File: config.mk
export PLATFORM = sky130hd
export DESIGN_NAME = spi_bs
export DESIGN_NICKNAME = d
export VERILOG_FILES = /design/src/rtl/spi_bs_pkg.sv /design/src/rtl/spi_bs_clkgen.sv /design/src/rtl/spi_bs.sv
export SDC_FILE = /design/constraint.sdc
export NUM_CORES = 1
export LEC_CHECK = 0
export CORE_MARGIN = 5
export CORE_UTILIZATION = 50
export DETAILED_ROUTE_END_ITERATION = 12
export PLACE_DENSITY_LB_ADDON = 0.2
export SKIP_CTS_REPAIR_TIMING = 1
export SYNTH_ARGS = -nofsm -noshare
export SYNTH_HDL_FRONTEND = slang
export SYNTH_SLANG_ARGS = --single-unit
File: constraint.sdc
create_clock -name clock -period 4.8 [get_ports clock]
set_clock_uncertainty 0.2 [all_clocks]
set_input_delay 0.48 -clock clock [delete_from_list [all_inputs] [get_ports clock]]
set_output_delay 0.48 -clock clock [all_outputs]
set_load 0.05 [all_outputs]
File: src/rtl/spi_bs_pkg.sv
// -----------------------------------------------------------------------------
// spi_bs_pkg
// Shared types and constants for the byte-oriented SPI master (spi_bs).
//   state_t    : controller states (IDLE, XFER)
//   BYTE_W     : transfer width in bits (fixed at 8)
//   BIT_CNT_W  : width of the bit-position counter
//   LAST_BIT   : bit-counter value of the final bit of a byte
// Optional build macro affecting users of this package: SPI_BS_LSB_FIRST_EN.
// -----------------------------------------------------------------------------
package spi_bs_pkg;

    localparam int BYTE_W    = 8;
    localparam int BIT_CNT_W = 3;

    localparam logic [BIT_CNT_W-1:0] LAST_BIT = BIT_CNT_W'(BYTE_W - 1);

    typedef enum logic {
        IDLE = 1'b0,
        XFER = 1'b1
    } state_t;

endpackage

File: src/rtl/spi_bs_clkgen.sv
// -----------------------------------------------------------------------------
// spi_bs_clkgen
// SPI clock generator for spi_bs. While enabled, a divider counts
// 0..CLK_DIV-1 system clocks; on terminal count sclk toggles and the counter
// wraps. While disabled, sclk is forced low and the divider is cleared so the
// next enable starts a full half-period before the first rising edge.
//
// Ports:
//   clock    in   system clock (rising edge)
//   reset    in   asynchronous active-high reset
//   i_en     in   run the divider (high while a transfer is in progress)
//   o_sclk   out  registered SPI clock, idles low
//   o_rise   out  one-clock strobe: sclk goes 0->1 on this clock edge
//   o_fall   out  one-clock strobe: sclk goes 1->0 on this clock edge
// -----------------------------------------------------------------------------
module spi_bs_clkgen #(
    parameter int CLK_DIV = 4
) (
    input  logic clock,
    input  logic reset,
    input  logic i_en,
    output logic o_sclk,
    output logic o_rise,
    output logic o_fall
);

    localparam int DIV_W = (CLK_DIV > 1) ? $clog2(CLK_DIV) : 1;
    localparam logic [DIV_W-1:0] DIV_LAST = DIV_W'(CLK_DIV - 1);

    logic [DIV_W-1:0] r_div_cnt;
    logic             r_sclk;
    logic             w_tc;

    // Strobes are combinational so the top level acts in the same clock edge
    // that the sclk register toggles on (miso is sampled exactly at the rise).
    assign w_tc   = i_en && (r_div_cnt == DIV_LAST);
    assign o_rise = w_tc && !r_sclk;
    assign o_fall = w_tc &&  r_sclk;
    assign o_sclk = r_sclk;

    // NOTE: sequential state uses non-blocking assignments so every register
    // samples pre-edge values, independent of statement order.
    always_ff @(posedge clock or posedge reset) begin
        if (reset) begin
            r_div_cnt <= '0;
            r_sclk    <= 1'b0;
        end else if (!i_en) begin
            r_div_cnt <= '0;
            r_sclk    <= 1'b0;
        end else if (w_tc) begin
            r_div_cnt <= '0;
            r_sclk    <= ~r_sclk;
        end else begin
            r_div_cnt <= r_div_cnt + 1'b1;
        end
    end

endmodule

File: src/rtl/spi_bs.sv
// -----------------------------------------------------------------------------
// spi_bs
// Byte-oriented SPI master, mode 0 (CPOL=0, CPHA=0). Shifts one byte out on
// mosi while capturing one byte from miso. Back-to-back bytes run with a
// continuous, uniform sclk as long as ib_v is high at the end of each byte.
//
// Build option: define SPI_BS_LSB_FIRST_EN to transmit ib_in[0] first and to
// fill the receive byte so the first received bit lands in rb_o[0]. Default
// (undefined) is MSB first in both directions.
//
// Ports:
//   clock       in   system clock (rising edge)
//   reset       in   asynchronous active-high reset; aborts a transfer
//   ib_v        in   byte valid; sampled in IDLE and at the 8th sclk fall
//   ib_in[7:0]  in   byte to transmit, captured when a byte starts
//   rb_o[7:0]   out  last fully received byte
//   byte_ready  out  one-clock pulse when rb_o updates
//   sclk        out  SPI clock, idles low, period 2*CLK_DIV clocks
//   mosi        out  serial data out, changes at byte start / sclk falls
//   miso        in   serial data in, sampled on sclk rises
// -----------------------------------------------------------------------------
module spi_bs
    import spi_bs_pkg::*;
#(
    parameter int CLK_DIV = 4
) (
    input  logic              clock,
    input  logic              reset,
    input  logic              ib_v,
    input  logic [BYTE_W-1:0] ib_in,
    output logic [BYTE_W-1:0] rb_o,
    output logic              byte_ready,
    output logic              sclk,
    output logic              mosi,
    input  logic              miso
);

    state_t               r_state;
    logic [BYTE_W-1:0]    r_tx_sh;
    logic [BYTE_W-1:0]    r_rx_sh;
    logic [BYTE_W-1:0]    r_rb;
    logic [BIT_CNT_W-1:0] r_bit_cnt;
    logic                 r_mosi;
    logic                 r_byte_ready;

    logic                 w_en;
    logic                 w_rise;
    logic                 w_fall;
    logic                 w_first_bit;
    logic [BYTE_W-1:0]    w_tx_shifted;
    logic                 w_tx_next_bit;
    logic [BYTE_W-1:0]    w_rx_next;

    assign w_en = (r_state == XFER);

    spi_bs_clkgen #(
        .CLK_DIV (CLK_DIV)
    ) u_clkgen (
        .clock  (clock),
        .reset  (reset),
        .i_en   (w_en),
        .o_sclk (sclk),
        .o_rise (w_rise),
        .o_fall (w_fall)
    );

    // Bit ordering lives only here; the FSM below is order-agnostic.
`ifdef SPI_BS_LSB_FIRST_EN
    assign w_first_bit   = ib_in[0];
    assign w_tx_shifted  = r_tx_sh >> 1;
    assign w_tx_next_bit = r_tx_sh[1];
    assign w_rx_next     = (r_rx_sh >> 1) | {miso, {(BYTE_W-1){1'b0}}};
`else
    assign w_first_bit   = ib_in[BYTE_W-1];
    assign w_tx_shifted  = r_tx_sh << 1;
    assign w_tx_next_bit = r_tx_sh[BYTE_W-2];
    assign w_rx_next     = (r_rx_sh << 1) | BYTE_W'(miso);
`endif

    always_ff @(posedge clock or posedge reset) begin
        if (reset) begin
            r_state      <= IDLE;
            r_tx_sh      <= '0;
            r_rx_sh      <= '0;
            r_rb         <= '0;
            r_bit_cnt    <= '0;
            r_mosi       <= 1'b0;
            r_byte_ready <= 1'b0;
        end else begin
            // byte_ready is a strobe: low unless the last bit is captured now.
            r_byte_ready <= 1'b0;

            case (r_state)
                IDLE: begin
                    if (ib_v) begin
                        r_tx_sh   <= ib_in;
                        r_mosi    <= w_first_bit;
                        r_bit_cnt <= '0;
                        r_state   <= XFER;
                    end else begin
                        r_mosi    <= 1'b0;
                    end
                end

                XFER: begin
                    if (w_rise) begin
                        r_rx_sh <= w_rx_next;
                        // rb_o takes the full byte in one step, never partially.
                        if (r_bit_cnt == LAST_BIT) begin
                            r_rb         <= w_rx_next;
                            r_byte_ready <= 1'b1;
                        end
                    end

                    if (w_fall) begin
                        if (r_bit_cnt != LAST_BIT) begin
                            r_bit_cnt <= r_bit_cnt + 1'b1;
                            r_tx_sh   <= w_tx_shifted;
                            r_mosi    <= w_tx_next_bit;
                        end else if (ib_v) begin
                            // Reload on the 8th fall: the divider keeps running,
                            // so the next byte follows with no sclk gap.
                            r_tx_sh   <= ib_in;
                            r_mosi    <= w_first_bit;
                            r_bit_cnt <= '0;
                        end else begin
                            r_mosi    <= 1'b0;
                            r_state   <= IDLE;
                        end
                    end
                end

                default: r_state <= IDLE;
            endcase
        end
    end

    assign rb_o       = r_rb;
    assign byte_ready = r_byte_ready;
    assign mosi       = r_mosi;

endmodule

==> flow_metrics.env <==
export IMPL_final_area_mm2=0.001678
export IMPL_cts_root_buf="clkbuf_4"
export IMPL_coreArea_mm2=0.002686
export IMPL_setup_viol=0
export IMPL_clk_pin_slew_ns=0.09
export IMPL_p_leak_nw=0.7744
export IMPL_ant_nets=0
export IMPL_syn_nets=115
export IMPL_area_growth_pct=21.91
export IMPL_synthCells=99
export IMPL_endpoint_kind="primary output"
export IMPL_worst_ep_arrival_time_ns=1.71
export IMPL_p_seq_frac=0.452
export IMPL_vias=854
export IMPL_hold_path_class="reg2reg"
export IMPL_worstSetupPathType="reg2out"
export IMPL_slew_limit_headroom=0.6474
export IMPL_reg2regPathDepth=5
export IMPL_syn_avg_cell_area_um2=13.90
export IMPL_yosysTopAreaCell="dfrtp_1"
export IMPL_async_reset_ff_frac=1.000
export IMPL_first_iter_violations=24
export IMPL_clk_latency_ns=0.33
export IMPL_synth_warning_count=0
export IMPL_finalCriticalPeriod_ns=2.385
export IMPL_worstSetupEndpoint="sclk"
export IMPL_drive_gt1_frac=0.2835
export IMPL_cp_start_kind="flop"
export IMPL_synth_edf_count=0
export IMPL_grt_pass1_vias=950
export IMPL_die_width_um=62.47
export IMPL_worstSetupStartpoint="u_clkgen.o_sclk"
export IMPL_ys_seq_area_frac=0.5636
export IMPL_peakVddDrop_uv=369.8
export IMPL_syn_area_mm2=0.001376
export IMPL_synth_area_top_cells="dfrtp_1 56%, mux2_4 8.7%, mux2_2 6.5%, o221a_2 4.1%, ha_1 3.6%"
export IMPL_vias_per_cell=5.405
export IMPL_cp_slowest_cell="clkdlybuf4s50_1"
export IMPL_finalWirelength_mm=2.376
export IMPL_r2r_slack_ns=2.68
export IMPL_die_area_mm2=0.003902
export IMPL_worstMarginPinSlew_ns=0.5290
export IMPL_drc=0
export IMPL_grt_setup_unrepaired="false"
export IMPL_cp_top_family="buffers and inverters"
export IMPL_ys_flop_type="dfrtp_1"
export IMPL_rows=19
export IMPL_clockBufferDepth=2
export IMPL_path_depth=1
export IMPL_die_y_um=62.47
export IMPL_p_int_uw=601.5
export IMPL_grt_usage=0.1382
export IMPL_cts_max_level=2
export IMPL_ys_types=26
export IMPL_critPathRequiredTime_ns=4.12
export IMPL_cts_buffers=5
export IMPL_p_switching_uw=315.1
export IMPL_diodes=0
export IMPL_dp_hpwl_mm=1.689
export IMPL_max_stage_delay_ns=0.87
export IMPL_worst_path_buf_inv=1
export IMPL_antenna_found_initial=0
export IMPL_post_drt_wl_per_cell_um=15.04
export IMPL_power_frac_clock=0.187
export IMPL_max_cap_violations=0
export IMPL_hold_viol=0
export IMPL_maxSlewViolCount=0
export IMPL_grt_first_pass_wirelength_mm=4.229
export IMPL_status="completed"
export IMPL_initial_utilization=0.5123
export IMPL_cts_tree="built"
export IMPL_grt_max_degree=32
export IMPL_finalCritPeriodShare=0.4969
export IMPL_fin_tns_setup_ns=0
export IMPL_p_comb_frac=0.361
export IMPL_p_per_area_mw_per_mm2=546.3
export IMPL_overflow=0
export IMPL_synth_top_area_share=0.5636
export IMPL_portBuffers=22
export IMPL_ios=23
export IMPL_place_area_mm2=0.001609
export IMPL_timing_rr_end="r_tx_sh[5]"
export IMPL_r2r_start="r_bit_cnt[0]"
export IMPL_max_freq_mhz=419.2
export IMPL_crit_chain="clkdlybuf4s50_1"
export IMPL_yosys_register_bits=31
export IMPL_first_pass_iters=4
export IMPL_nNetsFinal=142
export IMPL_cp_max_fo=10
export IMPL_cts_sinks=31
export IMPL_place_congestion=0.8459
export IMPL_sw_frac_of_total=0.3438
power by group through the flow:
stage	Combinational, mW	Clock (mW)	Sequential [mW]
CTS	0.336	0.176	0.416
finish	0.330	0.172	0.414
floorplan	0.205	0	0.466
detailed placement	0.335	0	0.419
global placement	0.324	0	0.414
global route	0.361	0.189	0.427
metrics by stage:
step	cells	power [mW]	setup slack, ns	hold slack [ns]	utilization
after detailed placement	150	0.7536	2.712	0.2234	0.5990
after floorplan	99	0.6708	2.854	0.2031	-
after CTS	158	0.9275	2.398	0.2362	0.6246
after global routing	158	0.9781	2.335	0.2506	0.6246
after global placement	150	0.7377	2.764	0.2135	0.5990
final	158	0.9166	2.415	0.2323	0.6246
registers in the layout, indices dropped and copies added (netlist names):
| signal | cells |
|---|---|
| byte_ready | 1 |
| u_clkgen.r_div_cnt | 2 |
| r_rx_sh | 7 |
| r_state | 1 |
| r_bit_cnt | 3 |
| rb_o | 8 |
| u_clkgen.o_sclk | 1 |
| r_tx_sh | 7 |
| mosi | 1 |
area by class of cell:
cell class / count / area, µm²
clock buffers: 8 / 68.82
fillers: 219 / 1008
inverters: 8 / 30.03
multi-input cells: 57 / 536.8
flip-flops and latches: 31 / 775.7
well taps: 31 / 38.79
repair buffers: 23 / 227.7
Yosys cell counts (3+ instances only):
cell type and n:
o21ai_0 3, mux2_4 8, or2_2 4, inv_1 8, mux2_2 8, nor2_1 3
buf_6 3, dfrtp_1 31, nand2_1 4, o221a_2 5, ha_1 4
kinds of logic (layout without fill, tap and decap cells):
logic type | after synthesis | after routing | share of synthesized area
xor+xnor | 1 | 1 | 0.006365
fa+ha+maj | 4 | 4 | 0.03637
simple gates | 19 | 19 | 0.09182
buf+inv | 11 | 39 | 0.04636
flops | 31 | 31 | 0.5636
compound gates | 16 | 16 | 0.09544
mux | 17 | 17 | 0.1600
worst min-delay path by stage:
stage	from	end	slack, ns	depth (start not counted)
2_1_floorplan	u_clkgen.r_div_cnt[0]	u_clkgen.r_div_cnt[0]	0.20	1
3_3_place_gp	u_clkgen.r_div_cnt[0]	u_clkgen.r_div_cnt[0]	0.21	1
3_5_place_dp	u_clkgen.r_div_cnt[0]	u_clkgen.r_div_cnt[0]	0.22	1
4_1_cts	u_clkgen.r_div_cnt[0]	u_clkgen.r_div_cnt[0]	0.24	1
5_1_grt	u_clkgen.r_div_cnt[0]	u_clkgen.r_div_cnt[0]	0.25	1
6_report	u_clkgen.r_div_cnt[0]	u_clkgen.r_div_cnt[0]	0.23	1
cells in the final DEF (no fill, tap or decap), types with 2 or more instances in the layout:
cell,Yosys,layout
a21boi_0,2,2
clkbuf_4,0,5
clkbuf_8,0,2
clkdlybuf4s50_1,0,22
dfrtp_1,31,31
ha_1,4,4
inv_1,8,8
mux2_2,8,8
mux2_4,8,8
nand2_1,4,4
nand4b_1,2,2
nor2_1,3,3
o21ai_0,3,3
o221a_2,5,5
o22ai_1,2,2
or2_2,4,4
routing by layer:
metal | part of all wire | wire length [µm] | up-vias | GRT usage
li1 | - | - | 405 | -
met1 | 0.39 | 928 | 420 | 0.1480
met2 | 0.53 | 1249 | 22 | 0.2280
met3 | 0.057 | 136 | 7 | 0.04856
met4 | 0.026 | 62 | 0 | 0.09019
met5 | 0 | 0 | - | 0
Note: power is estimated with default switching activity, not from simulation.
